**src/rtl/weight_loader_pkg.sv**
```systemverilog
// Shared types and constants for the conv weight loader.
// Latency: n/a (types only).
// Backpressure: n/a (types only).
package weight_loader_pkg;

  // Stream and weight-bus widths.
  localparam int STREAM_W = 32;
  localparam int ENTRY_W  = 16;
  localparam int ADDR_W   = 32;

  // Header word positions within a packet; payload starts after HDR_WORDS.
  localparam int HDR_ADDR_IDX = 0;
  localparam int HDR_LEN_IDX  = 1;
  localparam int HDR_WORDS    = 2;

  typedef enum logic [2:0] {
    S_ADDR = 3'd0,
    S_LEN  = 3'd1,
    S_LO   = 3'd2,
    S_HI   = 3'd3,
    S_CSUM = 3'd4
  } state_t;

endpackage

```
**src/rtl/weight_loader.sv**
```systemverilog
// Converts a 32-bit config stream (addr, len, packed 16-bit pairs) into weight bus writes; optional trailer checksum under WEIGHT_LOADER_CSUM_EN.
// Latency: a write appears 1 cycle after its payload-word transfer; the high-half write follows on the next cycle.
// Backpressure: s_ready drops for one cycle after each payload word while the high half is written; the write port has none.
module weight_loader
  import weight_loader_pkg::*;
#(
  parameter int LEN_WIDTH = 24
) (
  input  logic                clk,
  input  logic                rst,
  input  logic [STREAM_W-1:0] s_data,
  input  logic                s_valid,
  output logic                s_ready,
  output logic [ENTRY_W-1:0]  weight_wr_data,
  output logic [ADDR_W-1:0]   weight_wr_addr,
  output logic                weight_wr_en,
  output logic                busy,
  output logic                load_done,
  output logic                csum_err
);

`ifdef WEIGHT_LOADER_CSUM_EN
  localparam state_t S_END = S_CSUM;
`else
  localparam state_t S_END = S_ADDR;
`endif

  state_t               state, state_nxt;
  logic [ADDR_W-1:0]    next_addr;
  logic [LEN_WIDTH-1:0] remaining;
  logic [ENTRY_W-1:0]   hi_dat;

  logic                 addr_cap;
  logic                 len_cap;
  logic                 hi_cap;
  logic                 wr_go;
  logic                 done_go;
  logic [ENTRY_W-1:0]   wr_val;
  logic                 last_entry;
`ifdef WEIGHT_LOADER_CSUM_EN
  logic                 chk_go;
  logic [ENTRY_W-1:0]   csum;
`endif

  assign last_entry = (remaining == LEN_WIDTH'(1));
  assign busy       = (state != S_ADDR);

  // State register.
  always_ff @(posedge clk) begin
    if (rst) state <= S_ADDR;
    else     state <= state_nxt;
  end

  // Next state and per-cycle datapath controls; s_ready depends on state only.
  always_comb begin
    state_nxt = state;
    s_ready   = 1'b0;
    addr_cap  = 1'b0;
    len_cap   = 1'b0;
    hi_cap    = 1'b0;
    wr_go     = 1'b0;
    done_go   = 1'b0;
    wr_val    = s_data[ENTRY_W-1:0];
`ifdef WEIGHT_LOADER_CSUM_EN
    chk_go    = 1'b0;
`endif
    case (state)
      S_ADDR: begin
        s_ready = 1'b1;
        if (s_valid) begin
          addr_cap  = 1'b1;
          state_nxt = S_LEN;
        end
      end
      S_LEN: begin
        s_ready = 1'b1;
        if (s_valid) begin
          len_cap = 1'b1;
          if (s_data[LEN_WIDTH-1:0] == '0) begin
            done_go   = 1'b1;
            state_nxt = S_END;
          end else begin
            state_nxt = S_LO;
          end
        end
      end
      S_LO: begin
        s_ready = 1'b1;
        if (s_valid) begin
          wr_go = 1'b1;
          if (last_entry) begin
            // Odd count: upper half of the final word is padding.
            done_go   = 1'b1;
            state_nxt = S_END;
          end else begin
            hi_cap    = 1'b1;
            state_nxt = S_HI;
          end
        end
      end
      S_HI: begin
        // Drains the latched upper half regardless of the stream.
        wr_go  = 1'b1;
        wr_val = hi_dat;
        if (last_entry) begin
          done_go   = 1'b1;
          state_nxt = S_END;
        end else begin
          state_nxt = S_LO;
        end
      end
`ifdef WEIGHT_LOADER_CSUM_EN
      S_CSUM: begin
        s_ready = 1'b1;
        if (s_valid) begin
          chk_go    = 1'b1;
          state_nxt = S_ADDR;
        end
      end
`endif
      default: state_nxt = S_ADDR;
    endcase
  end

  // Address/count tracking, half-word latch and registered write port.
  always_ff @(posedge clk) begin
    if (rst) begin
      next_addr      <= '0;
      remaining      <= '0;
      hi_dat         <= '0;
      weight_wr_en   <= 1'b0;
      weight_wr_data <= '0;
      weight_wr_addr <= '0;
      load_done      <= 1'b0;
    end else begin
      weight_wr_en <= wr_go;
      load_done    <= done_go;
      if (addr_cap) next_addr <= s_data;
      if (len_cap)  remaining <= s_data[LEN_WIDTH-1:0];
      if (hi_cap)   hi_dat    <= s_data[STREAM_W-1:ENTRY_W];
      if (wr_go) begin
        weight_wr_data <= wr_val;
        weight_wr_addr <= next_addr;
        next_addr      <= next_addr + ADDR_W'(1);
        remaining      <= remaining - LEN_WIDTH'(1);
      end
    end
  end

`ifdef WEIGHT_LOADER_CSUM_EN
  // Running mod-2^16 sum of written entries, compared against the trailer word.
  always_ff @(posedge clk) begin
    if (rst) begin
      csum     <= '0;
      csum_err <= 1'b0;
    end else begin
      csum_err <= chk_go && (s_data[ENTRY_W-1:0] != csum);
      if (state == S_ADDR) csum <= '0;
      else if (wr_go)      csum <= csum + wr_val;
    end
  end
`else
  assign csum_err = 1'b0;
`endif

endmodule

```
**config.mk**
```make
export PLATFORM = sky130hd
export DESIGN_NAME = weight_loader
export DESIGN_NICKNAME = d
export VERILOG_FILES = /design/src/rtl/weight_loader_pkg.sv /design/src/rtl/weight_loader.sv
export SDC_FILE = /design/constraint.sdc
export NUM_CORES = 1
export LEC_CHECK = 0
export ABC_AREA = 0
export CAP_MARGIN = 40
export CORE_MARGIN = 3
export CORE_UTILIZATION = 39
export DETAILED_ROUTE_END_ITERATION = 8
export HOLD_SLACK_MARGIN = 0.15
export SETUP_SLACK_MARGIN = 0.3
export SLEW_MARGIN = 20
export SYNTH_ARGS = -nofsm -noshare
export SYNTH_HDL_FRONTEND = slang
export SYNTH_SLANG_ARGS = --single-unit
```
**constraint.sdc**
```tcl
create_clock -name clk -period 3.55 [get_ports clk]
set_input_delay 0.355 -clock clk [delete_from_list [all_inputs] [get_ports clk]]
set_output_delay 0.355 -clock clk [all_outputs]
set_load 0.005 [all_outputs]
```
==> impl_metrics.csv <==
group,metric,value,unit
power,power,4.07,mW
global_routing,track_usage,22.6,%
critical_path,required,3.86,ns
timing,slew_headroom,47.8,%
floorplan,die-area,17200,sq um
floorplan,dieWidth,131,um
place,placedCellCount,1041,
cells_and_area,final_util,50.6,%
place,gp_congestion,0.860,
cts,worstSkewPairLatency,0.43,ns
route,routed_via_density,5.78,
global_routing,grt_pass1_vias,5621,
cells_and_area,syn_to_final_growth,26.7,%
timing,fin_worst_skew,0.00972,ns
synth,synth_flop_cell,"dfxtp_1",
place,hpwl,13.3,mm
synth,synth_seq_cells,124,
cts,cts_made_buffers,17,
route,ant_nets,0,
route,drc_errors,0,
synth,syn_avg_cell_area,7.73,sq um
synth,ys_top_cells_by_count,"nand2_1 (128), dfxtp_1 (124), a21oi_1 (94)",
global_routing,grt_pass1_wl,30.0,mm
synth,synthesis.nets,832,
critical_path,r2r_setup_slack,0.83,ns
synth,yosys.area.top_type,"dfxtp_1",
hold_path,holdCritPathClass,"primary input to register",
floorplan,fp.dieH,131,um
cts,cts_setup_buffers,0,
critical_path,critPathKind,"register to register",
power,p_leak,2.75,nW
floorplan,core_area,15300,sq um
global_routing,grt_max_degree,75,
synth,synth_edf_count,0,
route,drtPass1Iterations,6,
synth,postSynthCellCount,789,
synth,yosys-top-cells-area,"dfxtp_1 (41%), nand2_1 (7.9%), a21oi_1 (7.7%)",
power,cellPowerDensity,528,nW/um^2
cts,htreeDepth,4,
route,totalWireLength,19.2,mm
cells_and_area,stdcell_count,1072,
synth,synth_top_cell_area_share,40.7,%
synth,async_flop_share,0,%
timing,period_needed,2.72,ns
cells_and_area,n_antenna_cell,0,
route,drt_iter0_drc,678,
timing,min_period_over_period,76.7,%
global_routing,antenna_found_initial,0,
cells_and_area,nets,892,
cts,cts_sinks,124,
cts,ctsResizeCount,0,
power,ir_worst_vdd,353,uV
run,max-cap-violations,0,
critical_path,crit_path_start_kind,"register",
route,wl_per_cell,17.9,um
cts,hold_buffers,0,
cells_and_area,fill_cells,1463,
cells_and_area,layout-drive-gt1-share,8.01,%
global_routing,grt.overflow.total,0,
timing,hold_violations,0,
timing,worst_slew_pin_slew,0.782,ns
synth,synth_cell_types,60,
synth,ys_seq_area_share,40.7,%
synth,syn_area,6100,sq um
cts,cts.clk_slew.worst_paths,0.06,ns
timing,slew_violations,0,
cts,tritoncts,"built",
timing,clock.fmax,367,MHz
synth,yosys_warnings,0,
outcome,status,"complete, no violations",
cts,root_buffer,"clkbuf_16",
floorplan,placementRows,45,
timing,setup_violations,0,
floorplan,ioPinCount,88,
route,vias,6200,
timing,tns,0,ns
critical_path,end_kind,"register",
critical_path,critPathArrivalTime,3.03,ns
synth,yosysMostFrequentCell,"nand2_1",
timing,rsz0062_at_grt,"no",
place,port_buffers,86,
critical_path,cp_max_fo,17,
floorplan,initial_core_util,40.0,%
cts,cts_buffer_depth,2,
[metrics by stage]
step                      hold slack [ns]  cell area (sq um)  setup WS, ns
after floorplan                     0.444               6100          1.16
after global placement              0.439               7090         0.654
after detailed placement            0.444               7130         0.672
after CTS                           0.243               7720         0.836
after global routing                0.248               7720         0.609
final                               0.244               7720         0.829
[worst paths after layout]
check | to | from | cells past startpoint
setup / recovery | hi_dat[11] | state[0] | 9
hold / removal | weight_wr_addr[21] | rst | 2
setup reg to reg | hi_dat[11] | state[0] | 9
hold reg to reg | weight_wr_addr[14] | weight_wr_addr[14] | 2
[registers in the layout, indices dropped and copies added (netlist names)]
name,count
hi_dat,16
load_done,1
next_addr,32
remaining,24
state,2
weight_wr_addr,32
weight_wr_data,16
weight_wr_en,1
[power breakdown]
group	internal (mW)	switching, mW	total [mW]
Combinational	0.289	0.430	0.719
Sequential	1.48	0.101	1.58
Clock	1.10	0.673	1.77
Total	2.87	1.20	4.07
[metal layers]
layer  up-vias  global-route usage (%)  wire [um]
met2       254                    33.9       8640
met3        44                    5.53       1320
li1       2987                       -          -
met5         -                       0          0
met4         0                    9.98        550
met1      2915                    30.8       8670
[critical path, cell delays in order, from the launching register on]
cell and delay [ns]:
dfxtp_1 0.49, inv_1 0.11, ha_1 0.38, buf_4 0.25, nand2_1 0.47, inv_1 0.17
o31ai_4 0.09, buf_4 0.34, mux2i_1 0.23, nor2_1 0.05
[cells by family after synthesis]
kind of cell | Yosys count | share of synthesized area (%)
and+or+nand+nor | 351 | 27.0
AOI/OAI and AO/OA | 212 | 22.0
DFF | 124 | 40.7
buffers and inverters | 71 | 4.86
muxes | 21 | 3.49
adders and majority gates | 8 | 1.64
other | 1 | 0.0615
xor gates and xnor gates | 1 | 0.144
[placed cells by master, fill, tap and decap left out, drive strengths merged, types with 5 or more instances in the layout]
cell	netlist	routed
dfxtp	124	124
or3	11	11
and3	8	8
nand3	40	40
nand4	6	6
buf	14	18
o22ai	5	5
and4	7	7
clkinv	0	5
clkbuf	48	17
nor3	24	24
nand2	128	128
mux2i	19	19
and2	6	6
clkdlybuf4s50	0	85
a22oi	15	15
o211ai	5	5
nor2	83	83
a211oi	14	14
inv	9	11
o21ai	18	18
a21oi	94	94
a311oi	6	6
a31oi	18	18
ha	8	8
nor4	15	15
o21bai	5	5
or4	11	11
[final cells by class]
type                    instances  area, sq um  share of cell area (%)
repair buffers                103         1000                    13.0
inverters                       9         33.8                   0.438
clock inverters                14          170                    2.20
multi-input cells             594         3340                    43.3
clock buffers                  17          425                    5.51
well taps                     211          264                    3.42
flip-flops and latches        124         2480                    32.2
Note: power is estimated with default switching activity, not from simulation.
==> variant (same settings) <==
Add a define of `WEIGHT_LOADER_CSUM_EN`.
--- a/src/rtl/weight_loader.sv
+++ b/src/rtl/weight_loader.sv
@@ -2,4 +2,6 @@
 // Latency: a write appears 1 cycle after its payload-word transfer; the high-half write follows on the next cycle.
 // Backpressure: s_ready drops for one cycle after each payload word while the high half is written; the write port has none.
+`define WEIGHT_LOADER_CSUM_EN
+
 module weight_loader
   import weight_loader_pkg::*;
Behaviour: not the same (a bounded check fails within 4 cycles, from zero or initial values and one cycle with rst high).
==> variant against the original RTL <==
- sequential share of layout area down 1.4 points
- critical endpoint is now csum[12]
- synthesized area up 21%
- wire length up 22%
- combinational power down 21%
- critical path depth up 1
- total power up 3.4%
- sequential cell count up 18
- cell area up 20%
- utilization up 0.055 points
- setup slack worse by 310 ps
==> variant: results (changes against the original RTL) <==
Nets: 1071 (+20%)
Post-DP HPWL: 16800 um (+26%)
Reg-to-reg slack, setup: 510 ps (-310 ps)
Status: complete, no violations
Vias/cell: 5.77 (-0.32%)
Syn Area/Cell: 7.94 sq um (+2.8%)
WL final: 23400 um (+22%)
Post-Layout Cell Count: 1257 (+17%)
Hold path endpoint: state[2]
Detailed Routing Iterations Pass 1: 5 (-1)
Post-synthesis mux area share: 5.01% (+1.5 points)
Cells after DPL: 1224 (+18%)
Final hold slack: 250 ps (+5.54 ps)
Commonest cells post-synth: 151 x nand2_1, 142 x dfxtp_1, 113 x a21oi_1
Total GRT Usage: 23.0% (+0.41 points)
Register area share after synthesis: 38.5% (-2.2 points)
Worst Reg-to-Reg Cells: 10 (+1)
Largest net degree at the start of global routing: 60 (-20%)
Internal Pwr Total: 0.00307 W (+7.1%)
Adder-Cell Fraction of Synth Area: 3.66% (+2.0 points)
Post-Syn Nets: 986 (+19%)
Crit Path Max Fanout: 12 (-5)
Synth area leaders: dfxtp_1 38%, nand2_1 7.7%, a21oi_1 7.7%
H-tree depth: 4 (unchanged)
Worst Setup SP: state[2]
Synth Area in XOR/XNOR: 3.20% (+3.1 points)
FF-to-FF End: csum[12]
First-pass GRT wire length: 37300 um (+24%)
Buffers on Ports: 87 (+1.2%)
Vias in the first global route: 6778 (+21%)
Compound-Gate Fraction of Synth Area: 21.1% (-0.99 points)
Worst Skew: 7.61 ps (-2.11 ps)
Distinct cells, synth: 67 (+12%)
Routability cong.: 0.921 (+7.2%)
Layout cell share with drive strength beyond 1: 10.6% (+2.6 points)
Crit-path leading delay family: simple AND/OR/NAND/NOR gates
Pre-CTS WS: 189 ps (-483 ps)
Static leakage: 3.24 nW (+18%)
First DRT Iteration DRCs: 742 (+9.4%)
Worst EP arrival: 3400 ps (+370 ps)
Initial antenna violation count: 1 (+1)
CP max stage delay: 430 ps (-60 ps)
CP max stage cell: dfxtp_2
==> variant: cell types whose count changed after synthesis, sizes merged, moves of 9 or more <==
cell	unedited run	this run
a21oi	94	113
a221oi	2	13
dfxtp	124	142
ha	8	20
mux2	2	16
nand2	128	151
nand4	6	16
nor2	83	92
o21ai	18	28
xnor2	0	21
==> variant: power by group through the flow <==
stage	logic, W	clock network [W]	registers (W)
final	0.000565	0.00191	0.00174
after global routing	0.000620	0.00201	0.00175
after global placement	0.000554	0	0.00177
after detailed placement	0.000555	0	0.00177
after floorplan	0.000355	0	0.00174
after CTS	0.000558	0.00193	0.00173
==> variant: worst max-delay path by stage <==
stage	endpoint	cells past startpoint
floorplan	csum[14]	12
global placement	csum[14]	10
global route	csum[13]	10
CTS	csum[13]	10
finish	csum[12]	10
detailed placement	csum[14]	10
==> variant: kinds of logic (layout without fill, tap and decap cells) <==
| logic type | Yosys count | in the layout |
|---|---|---|
| compound gates | 250 | 250 |
| xor+xnor | 27 | 27 |
| fa+ha+maj | 21 | 21 |
| buf+inv | 72 | 170 |
| flops | 142 | 142 |
| mux | 35 | 35 |
| simple gates | 383 | 383 |
==> variant: final cells by class <==
type	instances	area (sq um)
clock buffer	18	429
clock inverter	14	193
timing repair buffer	127	1180
fill	1750	9010
tap	229	287
sequential	142	2850
multi-input combinational	716	4280
inverter	11	41.3
==> variant: per-layer routing <==
layer | part of all wire [%] | GRT usage, % | vias to the layer above | wire length [um]
met2 | 43 | 34.1 | 274 | 10100
met4 | 2.7 | 8.08 | 2 | 641
met5 | 0.030 | 0 | - | 7
met1 | 46 | 32.0 | 3375 | 10800
met3 | 7.6 | 6.46 | 54 | 1780
li1 | - | - | 3542 | -
==> variant: worst reg2reg max path: cells and delay by family (launching register included) <==
| kind | cells | cell delay (ps) |
|---|---|---|
| adders and majority gates | 1 | 360 |
| and+or+nand+nor | 4 | 820 |
| buffers and inverters | 1 | 210 |
| DFF | 1 | 430 |
| AOI/OAI and AO/OA | 3 | 780 |
| muxes | 1 | 370 |
==> variant: stage by stage <==
step / power (W) / cell area, sq um
CTS: 0.00423 / 9230
finish: 0.00421 / 9260
global route: 0.00438 / 9260
floorplan: 0.00210 / 7390
detailed placement: 0.00232 / 8600
global placement: 0.00232 / 8600
==> variant: timing repair <==
action / 4_1_cts / 5_1_grt
hold buffers: 0 / 0
cloned: 0 / 0
endpoints found under the setup margin: 1 / 7
gates resized for setup: 1 / 4
buffers inserted: 0 / 1
